File: src/rtl/mult4x4_cmpx_ctrl_pkg.sv
// ---------------------------------------------------------------------------
// mult4x4_cmpx_ctrl_pkg : shared state encoding, op indices and select decode
// Revision: 1.0
// ---------------------------------------------------------------------------
`default_nettype none

package mult4x4_cmpx_ctrl_pkg;

    typedef enum logic [2:0] {
        ST_IDLE   = 3'd0,
        ST_LOAD   = 3'd1,
        ST_MSTART = 3'd2,
        ST_MWAIT  = 3'd3,
        ST_FINISH = 3'd4,
        ST_ABORT  = 3'd5
    } state_e;

    localparam logic [1:0] OP_XZ = 2'd0;
    localparam logic [1:0] OP_YW = 2'd1;
    localparam logic [1:0] OP_XW = 2'd2;
    localparam logic [1:0] OP_YZ = 2'd3;

    typedef struct packed {
        logic sel1;
        logic sel2;
        logic sel3;
        logic sub;
    } sel_t;

    // Re accumulates xz - yw, Im accumulates xw + yz
    function automatic sel_t sel_decode(input logic [1:0] op);
        sel_t s;
        s.sel1 = op[0];
        s.sel2 = op[1] ^ op[0];
        s.sel3 = ~op[1];
        s.sub  = (op == OP_YW);
        return s;
    endfunction

endpackage

`default_nettype wire

File: src/rtl/cmpx_wait_timer.sv
// ---------------------------------------------------------------------------
// cmpx_wait_timer : CW-bit wait counter, flags when the count reaches TIMEOUT-1
// Revision: 1.0
// ---------------------------------------------------------------------------
`default_nettype none

module cmpx_wait_timer #(
    parameter int TIMEOUT = 64,
    parameter int CW      = 7
) (
    input  logic clk,
    input  logic rst,
    input  logic clr,
    input  logic en,
    output logic tc
);

    localparam logic [CW-1:0] TC_VAL = CW'(TIMEOUT - 1);

    logic [CW-1:0] cnt_q;
    logic [CW-1:0] cnt_d;

    always_comb begin
        cnt_d = cnt_q;
        if (clr) begin
            cnt_d = '0;
        end else if (en) begin
            cnt_d = cnt_q + CW'(1);
        end
    end

    // Flag is raised on the increment that lands on TIMEOUT-1
    assign tc = en && !clr && (cnt_d == TC_VAL);

    always_ff @(posedge clk or negedge rst) begin
        if (!rst) begin
            cnt_q <= '0;
        end else begin
            cnt_q <= cnt_d;
        end
    end

endmodule

`default_nettype wire

File: src/rtl/mult4x4_cmpx_ctrl.sv
// ---------------------------------------------------------------------------
// mult4x4_cmpx_ctrl : sequencer for (x+jy)(z+jw) on a shared real 4x4 multiplier
// Revision: 1.0
// ---------------------------------------------------------------------------
`default_nettype none

module mult4x4_cmpx_ctrl
    import mult4x4_cmpx_ctrl_pkg::*;
#(
    parameter int TIMEOUT = 64,
    parameter int CW      = 7
) (
    input  logic clk,
    input  logic rst,
    input  logic start,
    input  logic done4x4,
    output logic ready,
    output logic done,
    output logic err,
    output logic ldx,
    output logic ldy,
    output logic ldz,
    output logic ldw,
    output logic sel1,
    output logic sel2,
    output logic sel3,
    output logic sub,
    output logic initR,
    output logic initI,
    output logic ldR,
    output logic ldI,
    output logic start4x4
);

    state_e     state_q, state_d;
    logic [1:0] op_q, op_d;
    logic       tmr_clr, tmr_en, tmr_tc;
    sel_t       sel;

    cmpx_wait_timer #(
        .TIMEOUT (TIMEOUT),
        .CW      (CW)
    ) u_wait_timer (
        .clk (clk),
        .rst (rst),
        .clr (tmr_clr),
        .en  (tmr_en),
        .tc  (tmr_tc)
    );

    always_ff @(posedge clk or negedge rst) begin
        if (!rst) begin
            state_q <= ST_IDLE;
            op_q    <= '0;
        end else begin
            state_q <= state_d;
            op_q    <= op_d;
        end
    end

    always_comb begin
        state_d  = state_q;
        op_d     = op_q;
        sel      = sel_decode(op_q);
        tmr_clr  = 1'b0;
        tmr_en   = 1'b0;
        ready    = 1'b0;
        done     = 1'b0;
        err      = 1'b0;
        ldx      = 1'b0;
        ldy      = 1'b0;
        ldz      = 1'b0;
        ldw      = 1'b0;
        sel1     = 1'b0;
        sel2     = 1'b0;
        sel3     = 1'b0;
        sub      = 1'b0;
        initR    = 1'b0;
        initI    = 1'b0;
        ldR      = 1'b0;
        ldI      = 1'b0;
        start4x4 = 1'b0;

        unique case (state_q)
            ST_IDLE: begin
                ready = 1'b1;
                if (start) state_d = ST_LOAD;
            end
            ST_LOAD: begin
                {ldx, ldy, ldz, ldw} = 4'b1111;
                initR   = 1'b1;
                initI   = 1'b1;
                op_d    = OP_XZ;
                state_d = ST_MSTART;
            end
            // done4x4 is deliberately not looked at here: it may still be high from the last product
            ST_MSTART: begin
                start4x4                = 1'b1;
                {sel1, sel2, sel3, sub} = sel;
                tmr_clr                 = 1'b1;
                state_d                 = ST_MWAIT;
            end
            ST_MWAIT: begin
                {sel1, sel2, sel3, sub} = sel;
                if (done4x4) begin
                    ldR = ~op_q[1];
                    ldI = op_q[1];
                    if (op_q == OP_YZ) begin
                        state_d = ST_FINISH;
                    end else begin
                        op_d    = op_q + 2'd1;
                        state_d = ST_MSTART;
                    end
                end else begin
                    tmr_en = 1'b1;
                    if (tmr_tc) state_d = ST_ABORT;
                end
            end
            ST_FINISH: begin
                done    = 1'b1;
                state_d = ST_IDLE;
            end
            ST_ABORT: begin
                err     = 1'b1;
                state_d = ST_IDLE;
            end
            default: state_d = ST_IDLE;
        endcase
    end

endmodule

`default_nettype wire

File: config.mk
export PLATFORM = sky130hd
export DESIGN_NAME = mult4x4_cmpx_ctrl
export DESIGN_NICKNAME = d
export VERILOG_FILES = /design/src/rtl/mult4x4_cmpx_ctrl_pkg.sv /design/src/rtl/cmpx_wait_timer.sv /design/src/rtl/mult4x4_cmpx_ctrl.sv
export SDC_FILE = /design/constraint.sdc
export NUM_CORES = 1
export LEC_CHECK = 0
export ABC_AREA = 1
export ABC_CLOCK_PERIOD_IN_PS = 4400
export CAP_MARGIN = 25
export CORE_UTILIZATION = 61
export CTS_CLUSTER_DIAMETER = 40
export CTS_CLUSTER_SIZE = 14
export DETAILED_ROUTE_END_ITERATION = 16
export DONT_BUFFER_PORTS = 1
export PLACE_DENSITY = 0.76
export SYNTH_ARGS = -nofsm -noshare
export SYNTH_HDL_FRONTEND = slang
export SYNTH_HIERARCHICAL = 1
export SYNTH_SLANG_ARGS = --single-unit
File: constraint.sdc
create_clock -name clk -period 4.4 [get_ports clk]
set_clock_uncertainty 0.2 [all_clocks]
set_input_delay 0.88 -clock clk [delete_from_list [all_inputs] [get_ports clk]]
set_output_delay 0.88 -clock clk [all_outputs]
set_load 0.05 [all_outputs]
# Word level (Yosys, flattened, before mapping)
# Index checks and enable logic that the tools add are counted.
# W data, S select, Z words.
[op_classes]
n_bitwise = 2
n_eq_ne = 12
n_mux = 25
reduce_logical = 8
addsub = 2
[op_table]
columns = ["operator", "n"]
rows = [
  ["$mux W1", 15],
  ["$mux W7", 2],
  ["$mux W3", 4],
  ["$pmux W3 S4", 1],
  ["$add A7 B1 Y7 const B", 1],
  ["$eq A7 B6 Y1 const B", 1],
  ["$eq A3 B2 Y1 const B", 2],
  ["$eq A3 B3 Y1 const B", 2],
  ["$ne A2 B2 Y1 const B", 3],
  ["$mux W2", 2],
  ["$pmux W2 S2", 1],
  ["$eq A3 B1 Y1 const B", 1],
  ["$logic_not A3 Y1", 1],
  ["$ne A3 B3 Y1 const B", 1],
  ["$reduce_and A3 Y1", 1],
  ["$add A2 B1 Y2 const B", 1],
  ["$eq A2 B1 Y1 const B", 1],
  ["$eq A2 B2 Y1 const B", 1],
  ["$logic_and A1 B1 Y1", 2],
  ["$reduce_and A2 Y1", 1],
  ["$reduce_bool A2 Y1", 1],
  ["$reduce_or A2 Y1", 1],
  ["$logic_not A1 Y1", 1],
  ["$not A1 Y1", 1],
  ["$xor A1 B1 Y1", 1],
]
[word_totals]
elab_cells = 52
ff_bits = 12
input_bits = 4

# Longest topological paths before layout
# Gate-level depths: netlist of the first run.
[depth]
word_depth = 9
depth_mapped = 15
ltp_nobuf = 15

# By module
# Netlist of the first run, hierarchy kept.
[modules_own_cells]
columns = ["module", "area_per_inst_um2", "cells_each", "seq_area_each_um2", "instances"]
rows = [
  ["cmpx_wait_timer", 429.2, 50, 175.2, 1],
  ["mult4x4_cmpx_ctrl", 407.9, 62, 125.1, 1],
]

# Least setup slack after synthesis of the first run
# Ideal clock, no wire load.
[synth_path]
path_type = "register to output"
start = "register state_q[2]"
end = "output initR"
path_stages_with_launch = 3
setup_slack_ns = 1.133
path_buffers = 1
arrival_time_ns = 2.187
required_ns = 3.320
path_cell_list = "dfrtp_1 -> nor3_1 -> buf_4"
[synth_between]
elab_chain_len = 2
[synth_rtl]
columns = ["element", "line", "rtl"]
rows = [
  ["from (decl)", "mult4x4_cmpx_ctrl.sv:35", "state_e state_q, state_d;"],
  ["from (signal assigned)", "mult4x4_cmpx_ctrl.sv:56", "state_q <= state_d;"],
  ["$eq A3 B1 Y1", "-", ""],
  ["$mux W1", "-", ""],
  ["to (decl)", "mult4x4_cmpx_ctrl.sv:28", "output logic initR,"],
]
# No other way between the ends.

# Worst setup path in the final report of the first run
[layout_path]
start = "register state_q[2]"
end = "output initI"
[layout_between]
elab_chain_len = 2
[layout_rtl]
columns = ["element", "line", "rtl"]
rows = [
  ["$eq A3 B1 Y1", "mult4x4_cmpx_ctrl.sv:84", "unique case (state_q)"],
  ["$mux W1", "mult4x4_cmpx_ctrl.sv:84", ""],
  ["to (decl)", "mult4x4_cmpx_ctrl.sv:29", "output logic initI,"],
]
# No other way between the ends.

==> reports/qor.yml, run 1 <==
sta:
  rsz0062_at_grt: "false"
  fmax_ghz: 0.347
  report.final.slew_viol_count: 0
  worst_pin_slew_ns: 0.883
  slew_headroom_pct: 40.9
  layout_min_cycle_time_ns: 2.88
  setup_violations: 0
  hold_viol: 0
  period_share_pct: 65.6
  setup_tns_ns: 0
  postLayoutSetupSlackWorst_ns: 1.52
yosys:
  synth_edf_count: 0
  syn_area_per_cell_sq_um: 7.47
  async_flop_share_pct: 100
  synth_seq_area_share_pct: 35.9
  synthDistinctLibCells: 20
  synth_flop_cell: "dfrtp_1"
  yosysMostFrequentCell: "nand2_1"
  syn_nets: 119
  yosys_warnings: 6
  synth_top_area_share_pct: 35.9
  yosysTopAreaCell: "dfrtp_1"
  syn_area_sq_um: 837
  synthCells: 112
  synth-seq-cells: 12
  synth_area_leaders: "dfrtp_1, nand2_1, nor2_4"
  synthTopCellsByCount: "nand2_1, inv_1, nor2_1"
worst_setup_path:
  crit_path_end_kind: "primary output"
  r2r_start: "state_q[1]$_DFFE_PN0P_"
  cp_max_fo: 6
  reg2reg_slack_ns: 2.04
  regToRegEndpoint: "state_q[2]$_DFFE_PN0P_"
  cp-start-kind: "flip-flop"
  worstSetupPathType: "reg -> out"
  cp.required_ns: 3.32
  crit_arrival_ns: 1.80
  worstRegToRegCells: 15
floorplanning:
  io_pins: 20
  rows: 12
  initial_core_util_pct: 70.6
  die_w_um: 39.0
  coreArea_sq_um: 1190
  die_h_um: 39.0
  die_area_sq_um: 1520
status:
  status: "complete, no violations"
clocking:
  cts_buffer_depth: 2
  clk_pin_slew_ns: 0.08
  cts_num_sinks: 12
  cts_root_buf: "clkbuf_4"
  cts_resized: 0
  clk_latency_ns: 0.27
  post-cts-setup-buffers: 0
  cts_htree_levels: 1
  cts_hold_buf: 0
  numCtsBuffers: 3
  cts_tree: "built"
route:
  wl_per_cell_um: 11.8
  drc_errors: 0
  wirelength_mm: 1.54
  ant_nets: 0
  via_per_inst: 5.34
  vias: 694
  drt_iter0_drc: 16
  first_pass_iters: 4
placed_design:
  place_ws_ns: 1.82
  routabilityCongestion: 0.784
  io_buffers: 0
  place_hpwl_mm: 1.21
  dp_cells: 127
finish:
  drive_gt1_share_pct: 26.7
  final_cell_count_no_fill: 130
  post-route-util_pct: 75.3
  nNetsFinal: 125
  n_antenna_cell: 0
  synthToLayoutAreaGrowth_pct: 6.73
global_route:
  met3_usage_pct: 5.78
  use_met1_pct: 32.5
  grt_pass1_vias: 636
  met2_usage_pct: 40.8
  grt_overflow_total: 0
  grt_busiest_layer: "met2"
  grt_pass1_wl_mm: 2.60
  grt_antenna_before_repair: 0
  grt_max_degree: 13
  grt.total_usage_pct: 25.4
power_and_ir_drop:
  p_per_area_nw_per_um2: 817
  ir_worst_vdd_uv: 522
  p_leak_uw: 0.000458
hold_path:
  worst_hold_path_type: "in -> async"
job:
  maxCapViolCount: 0
## layer usage
layer	vias to the layer above	wire [um]
met1	323	722
met4	0	23
met2	18	707
met5	-	0
li1	347	-
met3	6	86
## through the flow
step | hold slack (ns) | total power, uW | area [sq um]
after floorplan | 0.294 | 610 | 837
after global placement | 0.318 | 652 | 871
after global routing | 0.0764 | 776 | 893
after detailed placement | 0.326 | 664 | 871
final | 0.0894 | 730 | 893
after CTS | 0.0877 | 732 | 893
## kinds of logic (layout without fill, tap and decap cells)
family          count (synthesis)  after routing  share of synthesized area, %
simple gates                   66             66                          41.3
buf+inv                        24             28                          13.0
flops                          12             12                          35.9
compound gates                  6              6                          4.34
fa+ha+maj                       3              3                          4.48
xor+xnor                        1              1                          1.05
## worst max-delay path: stages, from the launching register on
cell     delay [ns]
dfrtp_1        0.46
nor3_2         0.21
buf_4          0.60
buf_6          0.25
## cell type report
class	instances	area [sq um]
clock buffer	3	22.5
sequential	12	300
timing repair buffer	6	48.8
multi-input combinational	76	433
tap	14	17.5
fill	96	293
inverter	19	71.3
## how the worst max path moves through the flow
| stage | endpoint | cells after the start | from |
|---|---|---|---|
| floorplan | initR | 2 | state_q[2]$_DFFE_PN0P_ |
| global placement | initI | 3 | state_q[2]$_DFFE_PN0P_ |
| detailed placement | initI | 3 | state_q[2]$_DFFE_PN0P_ |
| CTS | initI | 3 | state_q[2]$_DFFE_PN0P_ |
| global route | initI | 3 | state_q[2]$_DFFE_PN0P_ |
| finish | initI | 3 | state_q[2]$_DFFE_PN0P_ |
## where the power goes
part           leakage, uW  switching, uW  internal (uW)  total, uW
clock network    0.0000138           37.8           31.7       69.6
logic             0.000287            385           97.0        482
registers         0.000157           39.5            139        179
## state kept, by name (all words and copies together), names as in the netlist
name,flops
state_q,3
op_q,2
u_wait_timer/cnt_q,7
## layout by cell type, fill, tap and decap left out, types with 5 or more instances in the layout
cell type and instances:
nand2_1 22, inv_1 16, nor2_1 16, dfrtp_1 12, nand2_2 6, nor2_4 6
nand3_1 5, buf_4 5
Power figures use the tool's default switching activity.
==> run 2: changes to the inputs <==
- ABC_CLOCK_PERIOD_IN_PS: 4400 -> 2990
- CORE_UTILIZATION: 61 -> 60
- PLACE_DENSITY: 0.76 -> 0.75
- clock period: 4.4 -> 2.99 ns (I/O delays scaled with it)
==> run 2 against run 1 <==
Net effect:
- combinational power is 61% higher
- sequential cell count stayed put
- worst setup slack worse by 0.88 ns
- sequential share of layout area is 2.7 points lower
- wire length is 6.3% higher
- count of clock-buffer cells in the layout is 1 higher
- die area is 1.6% higher
- critical path depth is 12 higher
- clock power is 87% higher
- via count stayed put
- core utilization is 0.61 points lower
==> reports/qor.yml, run 2 (synthesized netlist as in run 1, its figures left out) <==
status:
  status: "complete, no violations"
route:
  first_pass_iters: 4
  vias: 694
  wirelength_mm: 1.64
  ant_nets: 0
  wl_per_cell_um: 11.9
  via_per_inst: 5.03
  drt_iter0_drc: 17
  drc_errors: 0
global_route:
  grt_pass1_vias: 626
  grt_overflow_total: 0
  grt_max_degree: 13
  grt_pass1_wl_mm: 2.49
  grt.total_usage_pct: 25.3
  grt_antenna_before_repair: 0
finish:
  regMostFlops: "u_wait_timer/cnt_q"
  final_common_cell: "nand2_1"
  largest_reg_flops: 7
  register_area_sq_um: 300
  n_antenna_cell: 0
  nNetsFinal: 131
  reg.largest.list: "u_wait_timer/cnt_q x7, state_q x3, op_q x2"
  mostFrequentLayoutCells: "nand2_1, inv_1, nor2_1"
  final_cell_count_no_fill: 138
  synthToLayoutAreaGrowth_pct: 16.1
  multi_input_area_sq_um: 433
  fillers: 108
  drive_gt1_share_pct: 30.1
sta:
  layout_min_cycle_time_ns: 2.35
  report.final.slew_viol_count: 0
  setup_violations: 0
  rsz0062_at_grt: "false"
  period_share_pct: 78.7
  worst_pin_slew_ns: 0.581
  setup_tns_ns: 0
  fmax_ghz: 0.425
  hold_viol: 0
  slew_headroom_pct: 61.2
floorplanning:
  die_h_um: 39.4
  die_area_sq_um: 1550
  io_pins: 20
  initial_core_util_pct: 64.3
  coreArea_sq_um: 1300
  rows: 13
  die_w_um: 39.4
worst_setup_path:
  worstPathCellList: "nand2_2 > nor2_4 > inv_2 > nor2_1 > nand2_2 > nor2_4 > nand2_1 > nand2_1 > nand3_2 > nand2_2 > nor2_2 > nor2_1 > nand2_1 > nand2_1 > nor2_1"
  cp_max_fo: 7
  cp.required_ns: 2.95
  crit_path_end_kind: "flip-flop"
  crit_family: "simple AND/OR/NAND/NOR gates"
  path_buf_inv: 1
  crit_path_max_incr_delay_ns: 0.47
  crit_arrival_ns: 2.32
  worstSetupPathType: "reg -> reg"
  r2r_start: "state_q[1]$_DFFE_PN0P_"
  cp-start-kind: "flip-flop"
  cp_common_cell: "nand2_1"
  cp_slowest_cell: "dfrtp_1"
  crit_start: "state_q[1]$_DFFE_PN0P_"
power_and_ir_drop:
  ir_worst_vdd_uv: 555
  p_per_area_nw_per_um2: 1210
  p_leak_uw: 0.000500
clocking:
  cts_tree: "built"
  cts_resized: 0
  clk_latency_ns: 0.28
  clk_pin_slew_ns: 0.06
  post-cts-setup-buffers: 0
  cts_num_sinks: 12
  cts_buffer_depth: 2
  cts_hold_buf: 1
  numCtsBuffers: 3
  cts_root_buf: "clkbuf_4"
  cts_htree_levels: 1
placed_design:
  routabilityCongestion: 0.769
  io_buffers: 0
  place_hpwl_mm: 1.32
  dp_cells: 133
hold_path:
  hold_start: "start"
  worst_hold_path_type: "in -> reg"
job:
  maxCapViolCount: 0
## run 2: layer usage
metal	wire (um)	share of wire, %	track usage, %	vias to the layer above
met3	75	4.6	11.4	0
met4	0	0	7.76	0
met2	841	51	45.0	15
met1	719	44	26.3	315
li1	-	-	-	364
met5	0	0	0	-
## run 2: cell type report
class	instances	area share, %
clock buffers	4	3.73
inverters	19	7.34
multi-input cells	76	44.5
flip-flops and latches	12	30.9
well taps	15	1.93
repair buffers	12	11.6
## run 2: path summary, 6_finish.rpt
path | to | depth (start not counted) | slack [ns]
max in group asynchronous | state_q[0]$_DFFE_PN0P_ | 1 | 1.68
setup reg to reg | state_q[2]$_DFFE_PN0P_ | 15 | 0.64
hold / removal | state_q[0]$_DFFE_PN0P_ | 2 | 0.29
setup / recovery | state_q[2]$_DFFE_PN0P_ | 15 | 0.64
min in group asynchronous | u_wait_timer/cnt_q[1]$_DFF_PN0_ | 1 | 0.53
hold reg to reg | u_wait_timer/cnt_q[5]$_DFF_PN0_ | 2 | 0.37
## run 2: per-stage QoR
step	hold slack (ns)	util [%]	instance area [sq um]	setup WS, ns	power, uW
floorplan	0.102	-	837	0.00479	897
global placement	0.103	71.2	926	0.750	1020
detailed placement	0.103	71.2	926	0.675	1040
CTS	0.277	74.7	972	0.632	1180
global route	0.273	74.7	972	0.454	1250
finish	0.291	74.7	972	0.638	1170
## run 2: power by group
group | switching, uW | total [uW] | internal, uW | leakage, uW
combinational | 579 | 778 | 200 | 0.000321
sequential | 60.0 | 265 | 205 | 0.000157
clock | 55.4 | 130 | 74.1 | 0.0000210
